## src/rtl/spi_cmd_if.sv

```systemverilog
// Bus request channel between the SPI command decoder (master) and the
// system bus arbiter (slave).
interface spi_cmd_if #(
  parameter int ADDR_WIDTH = 17
);
  logic                  bus_req;
  logic                  bus_we;
  logic [ADDR_WIDTH-1:0] bus_addr;
  logic [7:0]            bus_wr_data;
  logic                  bus_ack;
  logic [7:0]            bus_rd_data;

  modport master (
    output bus_req, bus_we, bus_addr, bus_wr_data,
    input  bus_ack, bus_rd_data
  );

  modport slave (
    input  bus_req, bus_we, bus_addr, bus_wr_data,
    output bus_ack, bus_rd_data
  );
endinterface

```

## src/rtl/spi_cmd.sv

```systemverilog
// SPI command decoder: decodes one command per CS-low frame from the SPI byte
// buffer and issues a single read or write on the system bus.
module spi_cmd #(
  parameter int ADDR_WIDTH = 17
) (
  input  logic       sys_clk,
  input  logic       reset,
  input  logic       spi_cs_n,
  input  logic [2:0] rx_count,
  input  logic [7:0] rx0,
  input  logic [7:0] rx1,
  input  logic [7:0] rx2,
  input  logic [7:0] rx3,
  spi_cmd_if.master  bus,
  output logic [7:0] tx_byte,
  output logic       spi_ready,
  output logic [1:0] dbg_state_o
);

  // Handshake: bus_req rises with we/addr/wr_data valid and holds them stable
  // until the one-cycle bus_ack pulse; bus_rd_data is sampled on that edge.

  localparam logic [1:0] ST_IDLE = 2'd0;
  localparam logic [1:0] ST_REQ  = 2'd1;
  localparam logic [1:0] ST_DONE = 2'd2;

  localparam logic [2:0] OP_WRITE_AT   = 3'b100;
  localparam logic [2:0] OP_READ_AT    = 3'b110;
  localparam logic [2:0] OP_WRITE_NEXT = 3'b101;
  localparam logic [2:0] OP_READ_NEXT  = 3'b111;

  logic                  cs_meta_q, cs_s_q;
  logic [1:0]            state_q, state_d;
  logic                  bus_req_q, bus_req_d;
  logic                  bus_we_q, bus_we_d;
  logic [ADDR_WIDTH-1:0] bus_addr_q, bus_addr_d;
  logic [7:0]            bus_wr_data_q, bus_wr_data_d;
  logic [7:0]            tx_byte_q, tx_byte_d;
  logic [ADDR_WIDTH-1:0] addr_reg_q, addr_reg_d;

  logic [2:0]            cmd_len;
  logic                  cmd_valid;
  logic                  cmd_we;
  logic [ADDR_WIDTH-1:0] cmd_addr;
  logic [7:0]            cmd_data;
  logic                  match;
  logic                  unused_cmd_bits;

  assign unused_cmd_bits = ^rx0[4:1];

  always_comb begin
    cmd_len   = 3'd1;
    cmd_valid = 1'b0;
    cmd_we    = 1'b0;
    cmd_addr  = ADDR_WIDTH'({rx0[0], rx1, rx2});
    cmd_data  = 8'h00;
    case (rx0[7:5])
      OP_WRITE_AT: begin
        cmd_len   = 3'd4;
        cmd_valid = 1'b1;
        cmd_we    = 1'b1;
        cmd_data  = rx3;
      end
      OP_READ_AT: begin
        cmd_len   = 3'd3;
        cmd_valid = 1'b1;
      end
      OP_WRITE_NEXT: begin
        cmd_len   = 3'd2;
        cmd_valid = 1'b1;
        cmd_we    = 1'b1;
        cmd_addr  = addr_reg_q + ADDR_WIDTH'(1);
        cmd_data  = rx1;
      end
      OP_READ_NEXT: begin
        cmd_valid = 1'b1;
        cmd_addr  = addr_reg_q + ADDR_WIDTH'(1);
      end
      default: ;
    endcase
  end

  // Fires only on the exact count, so bytes past the command are ignored.
  assign match = !cs_s_q && (rx_count != 3'd0) && (rx_count == cmd_len);

  always_comb begin
    state_d       = state_q;
    bus_req_d     = bus_req_q;
    bus_we_d      = bus_we_q;
    bus_addr_d    = bus_addr_q;
    bus_wr_data_d = bus_wr_data_q;
    tx_byte_d     = tx_byte_q;
    addr_reg_d    = addr_reg_q;
    case (state_q)
      ST_IDLE: begin
        if (match) begin
          if (cmd_valid) begin
            state_d       = ST_REQ;
            bus_req_d     = 1'b1;
            bus_we_d      = cmd_we;
            bus_addr_d    = cmd_addr;
            bus_wr_data_d = cmd_data;
          end else begin
            state_d = ST_DONE;
          end
        end
      end
      ST_REQ: begin
        if (bus.bus_ack) begin
          state_d    = ST_DONE;
          bus_req_d  = 1'b0;
          addr_reg_d = bus_addr_q;
          if (!bus_we_q) tx_byte_d = bus.bus_rd_data;
        end
      end
      ST_DONE: begin
        if (cs_s_q) state_d = ST_IDLE;
      end
      default: state_d = ST_IDLE;
    endcase
  end

  always_ff @(posedge sys_clk or posedge reset) begin
    if (reset) begin
      cs_meta_q     <= 1'b1;
      cs_s_q        <= 1'b1;
      state_q       <= ST_IDLE;
      bus_req_q     <= 1'b0;
      bus_we_q      <= 1'b0;
      bus_addr_q    <= '0;
      bus_wr_data_q <= 8'h00;
      tx_byte_q     <= 8'h00;
      addr_reg_q    <= '1;
    end else begin
      cs_meta_q     <= spi_cs_n;
      cs_s_q        <= cs_meta_q;
      state_q       <= state_d;
      bus_req_q     <= bus_req_d;
      bus_we_q      <= bus_we_d;
      bus_addr_q    <= bus_addr_d;
      bus_wr_data_q <= bus_wr_data_d;
      tx_byte_q     <= tx_byte_d;
      addr_reg_q    <= addr_reg_d;
    end
  end

  assign bus.bus_req     = bus_req_q;
  assign bus.bus_we      = bus_we_q;
  assign bus.bus_addr    = bus_addr_q;
  assign bus.bus_wr_data = bus_wr_data_q;
  assign tx_byte         = tx_byte_q;
  assign spi_ready       = (state_q == ST_IDLE);
  assign dbg_state_o     = state_q;

endmodule

```

## src/flat_wrapper.sv

```systemverilog
// flat-port wrapper written by rule: the top's interface ports become plain ports
module spi_cmd_flat 
#(
  parameter int ADDR_WIDTH = 17
)
  (sys_clk, reset, spi_cs_n, rx_count, rx0, rx1, rx2, rx3, tx_byte, spi_ready, dbg_state_o, bus_bus_req, bus_bus_we, bus_bus_addr, bus_bus_wr_data, bus_bus_ack, bus_bus_rd_data);
  spi_cmd_if #(.ADDR_WIDTH(ADDR_WIDTH)) bus_i ();
  input  logic sys_clk;
  input  logic reset;
  input  logic spi_cs_n;
  input  logic [2:0] rx_count;
  input  logic [7:0] rx0;
  input  logic [7:0] rx1;
  input  logic [7:0] rx2;
  input  logic [7:0] rx3;
  output logic [7:0] tx_byte;
  output logic spi_ready;
  output logic [1:0] dbg_state_o;
  output wire logic [$bits(bus_i.bus_req)-1:0] bus_bus_req;
  output wire logic [$bits(bus_i.bus_we)-1:0] bus_bus_we;
  output wire logic [$bits(bus_i.bus_addr)-1:0] bus_bus_addr;
  output wire logic [$bits(bus_i.bus_wr_data)-1:0] bus_bus_wr_data;
  input wire logic [$bits(bus_i.bus_ack)-1:0] bus_bus_ack;
  input wire logic [$bits(bus_i.bus_rd_data)-1:0] bus_bus_rd_data;
  assign bus_bus_req = bus_i.bus_req;
  assign bus_bus_we = bus_i.bus_we;
  assign bus_bus_addr = bus_i.bus_addr;
  assign bus_bus_wr_data = bus_i.bus_wr_data;
  assign bus_i.bus_ack = bus_bus_ack;
  assign bus_i.bus_rd_data = bus_bus_rd_data;
  spi_cmd #(.ADDR_WIDTH(ADDR_WIDTH)) u_core (.sys_clk(sys_clk), .reset(reset), .spi_cs_n(spi_cs_n), .rx_count(rx_count), .rx0(rx0), .rx1(rx1), .rx2(rx2), .rx3(rx3), .bus(bus_i), .tx_byte(tx_byte), .spi_ready(spi_ready), .dbg_state_o(dbg_state_o));
endmodule
```

## config.mk

```make
export PLATFORM = sky130hd
export DESIGN_NAME = spi_cmd_flat
export DESIGN_NICKNAME = d
export VERILOG_FILES = /design/src/rtl/spi_cmd_if.sv /design/src/rtl/spi_cmd.sv /design/src/flat_wrapper.sv
export SDC_FILE = /design/constraint.sdc
export NUM_CORES = 1
export LEC_CHECK = 0
export CAP_MARGIN = 20
export CORE_MARGIN = 2
export CORE_UTILIZATION = 49
export CTS_BUF_LIST = sky130_fd_sc_hd__clkbuf_4
export DETAILED_ROUTE_END_ITERATION = 12
export PLACE_DENSITY_LB_ADDON = 0.25
export SLEW_MARGIN = 20
export SYNTH_ARGS = -nofsm -noshare
export SYNTH_HDL_FRONTEND = slang
export SYNTH_SLANG_ARGS = --single-unit
```

## constraint.sdc

```tcl
create_clock -name sys_clk -period 2.4 [get_ports sys_clk]
set_input_delay 0.36 -clock sys_clk [delete_from_list [all_inputs] [get_ports sys_clk]]
set_output_delay 0.36 -clock sys_clk [all_outputs]
set_load 0.01 [all_outputs]
```

Word-level counts from Yosys, hierarchy flattened --
Index checks and enable logic that the tools add are counted.
Cells by class: reductions and logical operators 14, add/sub/neg operators 1, bitwise operators 1, multiplexer cells 14, eq/ne operators 11
Operators by type and width (count):
- adder 17 x 1 -> 17 bit (second input constant) | 1
- two-way mux 17 bit | 1
- one-hot mux 8 bit (2 select lines) | 1
- == test 3 bit (second input constant) | 4
- one-hot mux 3 bit (3 select lines) | 1
- AND reduction 3 bit | 3
- two-way mux 2 bit | 4
- inequality test 2 x 1 -> 1 bit (second input constant) | 3
- one-hot mux 2 bit (3 select lines) | 1
- two-way mux 1 bit | 5
- AND reduction 4 bit | 1
- OR reduction 2 bit | 2
- OR reduction 4 bit | 1
- == test 3 bit | 1
- nonzero test 3 bit | 1
- == test 2 x 1 -> 1 bit (second input constant) | 1
- == test 2 bit (second input constant) | 1
- logical AND 1 bit | 2
- zero test 2 bit | 1
- inequality test 2 bit (second input constant) | 1
- one-hot mux 1 bit (2 select lines) | 1
- AND reduction 2 bit | 1
- nonzero test 2 bit | 1
- zero test 1 bit | 1
- inverter 1 bit | 1
Storage, ports and cells: logic and storage cells 50, output and inout bits 38, bits in registers 56, input bits 47

Logic depth before layout (Yosys ltp) --
depth after elaboration 6, depth in mapped cells 6, gate-level depth less buffers 5

Worst setup path after synthesis --
Ideal clock, no wire load.
path kind register -> register, start point reg u_core.addr_reg_q[0], end point reg u_core.bus_addr_q[10], in the netlist u_core.bus.bus_addr[10], setup time 64 ps, slack 551 ps, path buffers 1, arrival 1784 ps, clock period less this slack 1849 ps, cell stages (with the launch flop) 7, data required time 2336 ps, cell sequence dfstp_2 -> ha_1 -> nand4_1 -> clkbuf_1 -> or4_1 -> a31oi_1 -> mux2_2
Between the ends: cells in the longest elaborated chain, start to end 2
Ends and longest elaborated chain:
- start: declaration | RTL line spi_cmd.sv:39 | logic [ADDR_WIDTH-1:0] addr_reg_q, addr_reg_d;
- start signal: assignment | RTL line spi_cmd.sv:143 | addr_reg_q <= addr_reg_d;
- adder 17 x 1 -> 17 bit | RTL line spi_cmd.sv:72, spi_cmd.sv:77
- two-way mux 17 bit
- end signal: assignment | RTL line spi_cmd.sv:140 | bus_addr_q <= bus_addr_d;
- end: declaration | RTL line spi_cmd.sv:36 | logic [ADDR_WIDTH-1:0] bus_addr_q, bus_addr_d;
No other way between the ends. A chain may end at the register's enable or synchronous reset.

Worst setup path in the final report --
Ends and elaborated chain as after synthesis.

==> impl_results.md <==
- Die ar.: between 6000 and 7000 µm²
- RSZ-0062 raised after global routing: no
- Clock sink count: 56
- Int Pwr: 0.002202 W
- Number of vias per cell: between 5 and 6
- Most frequent cells in the layout: clkdlybuf4s50_1 (80), mux2_2 (44), dfrtp_1 (37)
- Total GRT Usage: between 20 and 25%
- Count of TritonRoute iterations in the first routing pass: 4
- Multi-input combinational cell area: 1318 µm²
- Count of pins over their slew limit: 0
- Syn Inst Count: between 200 and 250
- Setup crit start kind: flop
- Synth Area in XOR/XNOR: under 10%
- Number of port buffers: 80
- Relative slew slack: between 60% and 70%
- Most common cell after layout, fill and taps aside: clkdlybuf4s50_1
- CTS root buffer: clkbuf_4
- Via count: 2212
- Syn avg cell area: between 10 and 15 µm²
- Crit share post-route: between 80% and 90%
- Syn_nets: about 290
- CP Capture Type: flop
- Global routing usage on met3: about 4.8%
- Number of synthesis warnings: 0
- Io pins: 85
- Fin nets: 375
- First-pass GRT wire length: between 10 and 15 mm
- Reg2Reg Setup Slack: approximately 370 ps
- Total grt overflow: 0
- Inserted Clock Buffers: 5
- Unique cell type count in the Yosys netlist: between 40 and 50
- Busiest metal layer after global routing: met2
- Synth Area in Simple Gates: between 10% and 20%
- Post-synthesis mux area share: 18.58%
- Remaining routing DRC violations: 0
- Clock group share of total power: about an eighth
- #FFs+latches synth: between 50 and 60
- Fill cell count: 430
- DP HPWL: just under 5 mm
- Post-CTS Setup Inserts: 0
- Clock transition at path regs: 160 ps
- Worst hold path type: in2async
- DR iter-0 viols: 115
- Leak: 1.562 nW
- Post-synthesis adder-cell area fraction: less than 1%
- Wire length per cell: about 16 µm
- Drt total wl: roughly 6.5 mm
- Arrival time worst endpoint: about 2400 ps
- CTS tree: done
- Num rows: 27
- Die Span Y: about 80 µm
- Placer's final routability congestion estimate: between 0.8 and 0.9
- Hold slack: ~330 ps
- Ant. Diodes: 0
- PwrDens: about 830 nW/µm²
- Vias in the first global route: between 2000 and 2500
- Met2 Use GR: between 30% and 40%
- Crit Path Category: reg2reg
- Reg power frac: roughly half
- Share of layout cells above drive strength 1: roughly 28%
- Compound-Gate Fraction of Synth Area: between 10% and 20%
- Logic pwr share: 36.6%
- Max clock buf depth: 2
- Sequential-to-total area share from yosys stat: roughly half
- Net switching power: roughly 0.00097 W
- Worst-path maximum fanout: 11
- Largest family of logic cells by synthesized area: multiplexers
- Initial Util: between 50% and 60%
- Peak VDD IR: between 0.5 and 0.6 mV
- Final setup vio count: 0
- MaxCap Viol Count: 0
- Critical Path RT: roughly 2700 ps
- GR Util met1: between 20 and 30%
- Post-CTS Resized: 0
- # hold bufs at CTS: 0
- Flip-flop and latch area: ~1400 µm²
- Net Sw Frac: between 30% and 40%
- Clock Skew: between 10 and 15 ps
- Tmin final: just over 2000 ps
- Total negative slack: 0 ps
- Initial antenna violation count: 0
- Worst slew pin tran: between 500 and 600 ps
- H-tree depth reported by CTS: 2
- Die width: around 80 µm
- Core Area: 5540 µm²
- Number of routed nets with antenna violations: 0
- Synthesized cell area: between 2000 and 3000 µm²
- Pin count of the biggest net entering global routing: 57
- Layout Area Growth over Synthesis: 35.22%
- Status: completed
- Fmax achieved: a little under 500 MHz
- Hold Fails Final Rpt: 0
- Clk_lat worst skew: 380 ps
-- worst max-delay path, cell delays in order, from the launching register on --
cell and delay (ps):
dfstp_2 600, ha_1 220, nand4_1 120, buf_4 180, or4_1 470, a31oi_1 200
mux2_2 170
-- metrics by stage --
step	setup WS [ps]	instance area [µm²]	total power, W	utilization [%]	std cells
after global placement	101.8	3771	0.002750	68.07	392
after CTS	343.0	3824	0.003207	69.02	400
final	365.3	3824	0.003172	69.02	400
after floorplan	551.3	2828	0.002137	-	238
after detailed placement	21.71	3771	0.002800	68.07	392
after global routing	232.2	3824	0.003359	69.02	400
-- cells in the mapped netlist --
master / count / area share (%)
a22o_1: 8 / 2.5
a22oi_4: 1 / 0.75
a31oi_1: 7 / 1.5
and2_1: 1 / 0.22
and3_1: 1 / 0.22
and3_2: 1 / 0.27
buf_2: 1 / 0.18
buf_6: 3 / 1.2
clkbuf_1: 6 / 0.80
dfrtp_1: 37 / 33
dfstp_2: 19 / 18
dlygate4sd1_1: 1 / 0.31
ha_1: 1 / 0.44
inv_1: 4 / 0.53
mux2_2: 44 / 18
mux2i_1: 3 / 1.1
nand2_1: 12 / 1.6
nand2b_1: 3 / 0.66
nand3_1: 6 / 1.1
nand3b_1: 1 / 0.27
nand4_1: 4 / 0.88
nand4b_4: 1 / 0.84
nor2_1: 17 / 2.3
nor2b_1: 1 / 0.22
nor3_1: 2 / 0.35
nor3b_1: 2 / 0.53
nor4_1: 4 / 0.88
o211ai_1: 1 / 0.27
o21a_1: 1 / 0.27
o21ai_0: 19 / 3.4
o21bai_1: 1 / 0.27
o31a_2: 1 / 0.35
o31ai_1: 7 / 1.9
o41ai_2: 1 / 0.58
o41ai_4: 1 / 0.97
or2_1: 1 / 0.22
or2b_2: 1 / 0.31
or3_1: 3 / 0.66
or4_1: 5 / 1.3
xnor2_1: 1 / 0.31
xnor3_2: 1 / 0.84
xor2_1: 3 / 0.93
-- final timing paths --
path | from | endpoint | depth (start not counted)
worst max-delay path | u_core.addr_reg_q[0] | u_core.bus.bus_addr[10] | 6
worst max register to register | u_core.addr_reg_q[0] | u_core.bus.bus_addr[10] | 6
min in group sys_clk | u_core.cs_meta_q | u_core.cs_s_q | 0
worst min register to register | u_core.cs_meta_q | u_core.cs_s_q | 0
max in group asynchronous | reset | u_core.addr_reg_q[13] | 3
worst min-delay path | reset | u_core.bus.bus_addr[14] | 3
-- power groups by stage --
stage | Clock, W | Combinational [W] | Sequential [W]
global route | 0.000454 | 0.00125 | 0.00166
global placement | 0 | 0.00114 | 0.00161
floorplan | 0 | 0.000463 | 0.00167
CTS | 0.000422 | 0.00118 | 0.00161
finish | 0.000403 | 0.00116 | 0.00161
detailed placement | 0 | 0.00117 | 0.00163
-- cells by family after synthesis --
kind of cell	Yosys count
AOI/OAI and AO/OA	48
xor gates and xnor gates	5
adders and majority gates	1
buffers and inverters	15
muxes	47
DFF	56
and+or+nand+nor	66
-- registers in the layout, indices dropped and copies added (netlist names) --
register	count
u_core.cs_meta_q	1
u_core.bus.bus_addr	17
u_core.bus.bus_req	1
u_core.tx_byte	8
u_core.addr_reg_q	17
u_core.bus.bus_wr_data	8
u_core.bus.bus_we	1
u_core.dbg_state_o	2
u_core.cs_s_q	1
-- routing by layer --
| metal | vias up | share of wire [%] |
|---|---|---|
| li1 | 1064 | - |
| met3 | 7 | 5.1 |
| met2 | 60 | 49 |
| met4 | 0 | 1.5 |
| met5 | - | 0 |
| met1 | 1081 | 45 |
-- final cells by class --
type	instances	area share [%]
multi-input combinational	167	34.46
inverter	4	0.3927
clock buffer	6	1.178
sequential	56	37.27
tap	72	2.356
timing repair buffer	93	24.15
clock inverter	2	0.1963
No activity file was read; power rests on OpenSTA's default activity.
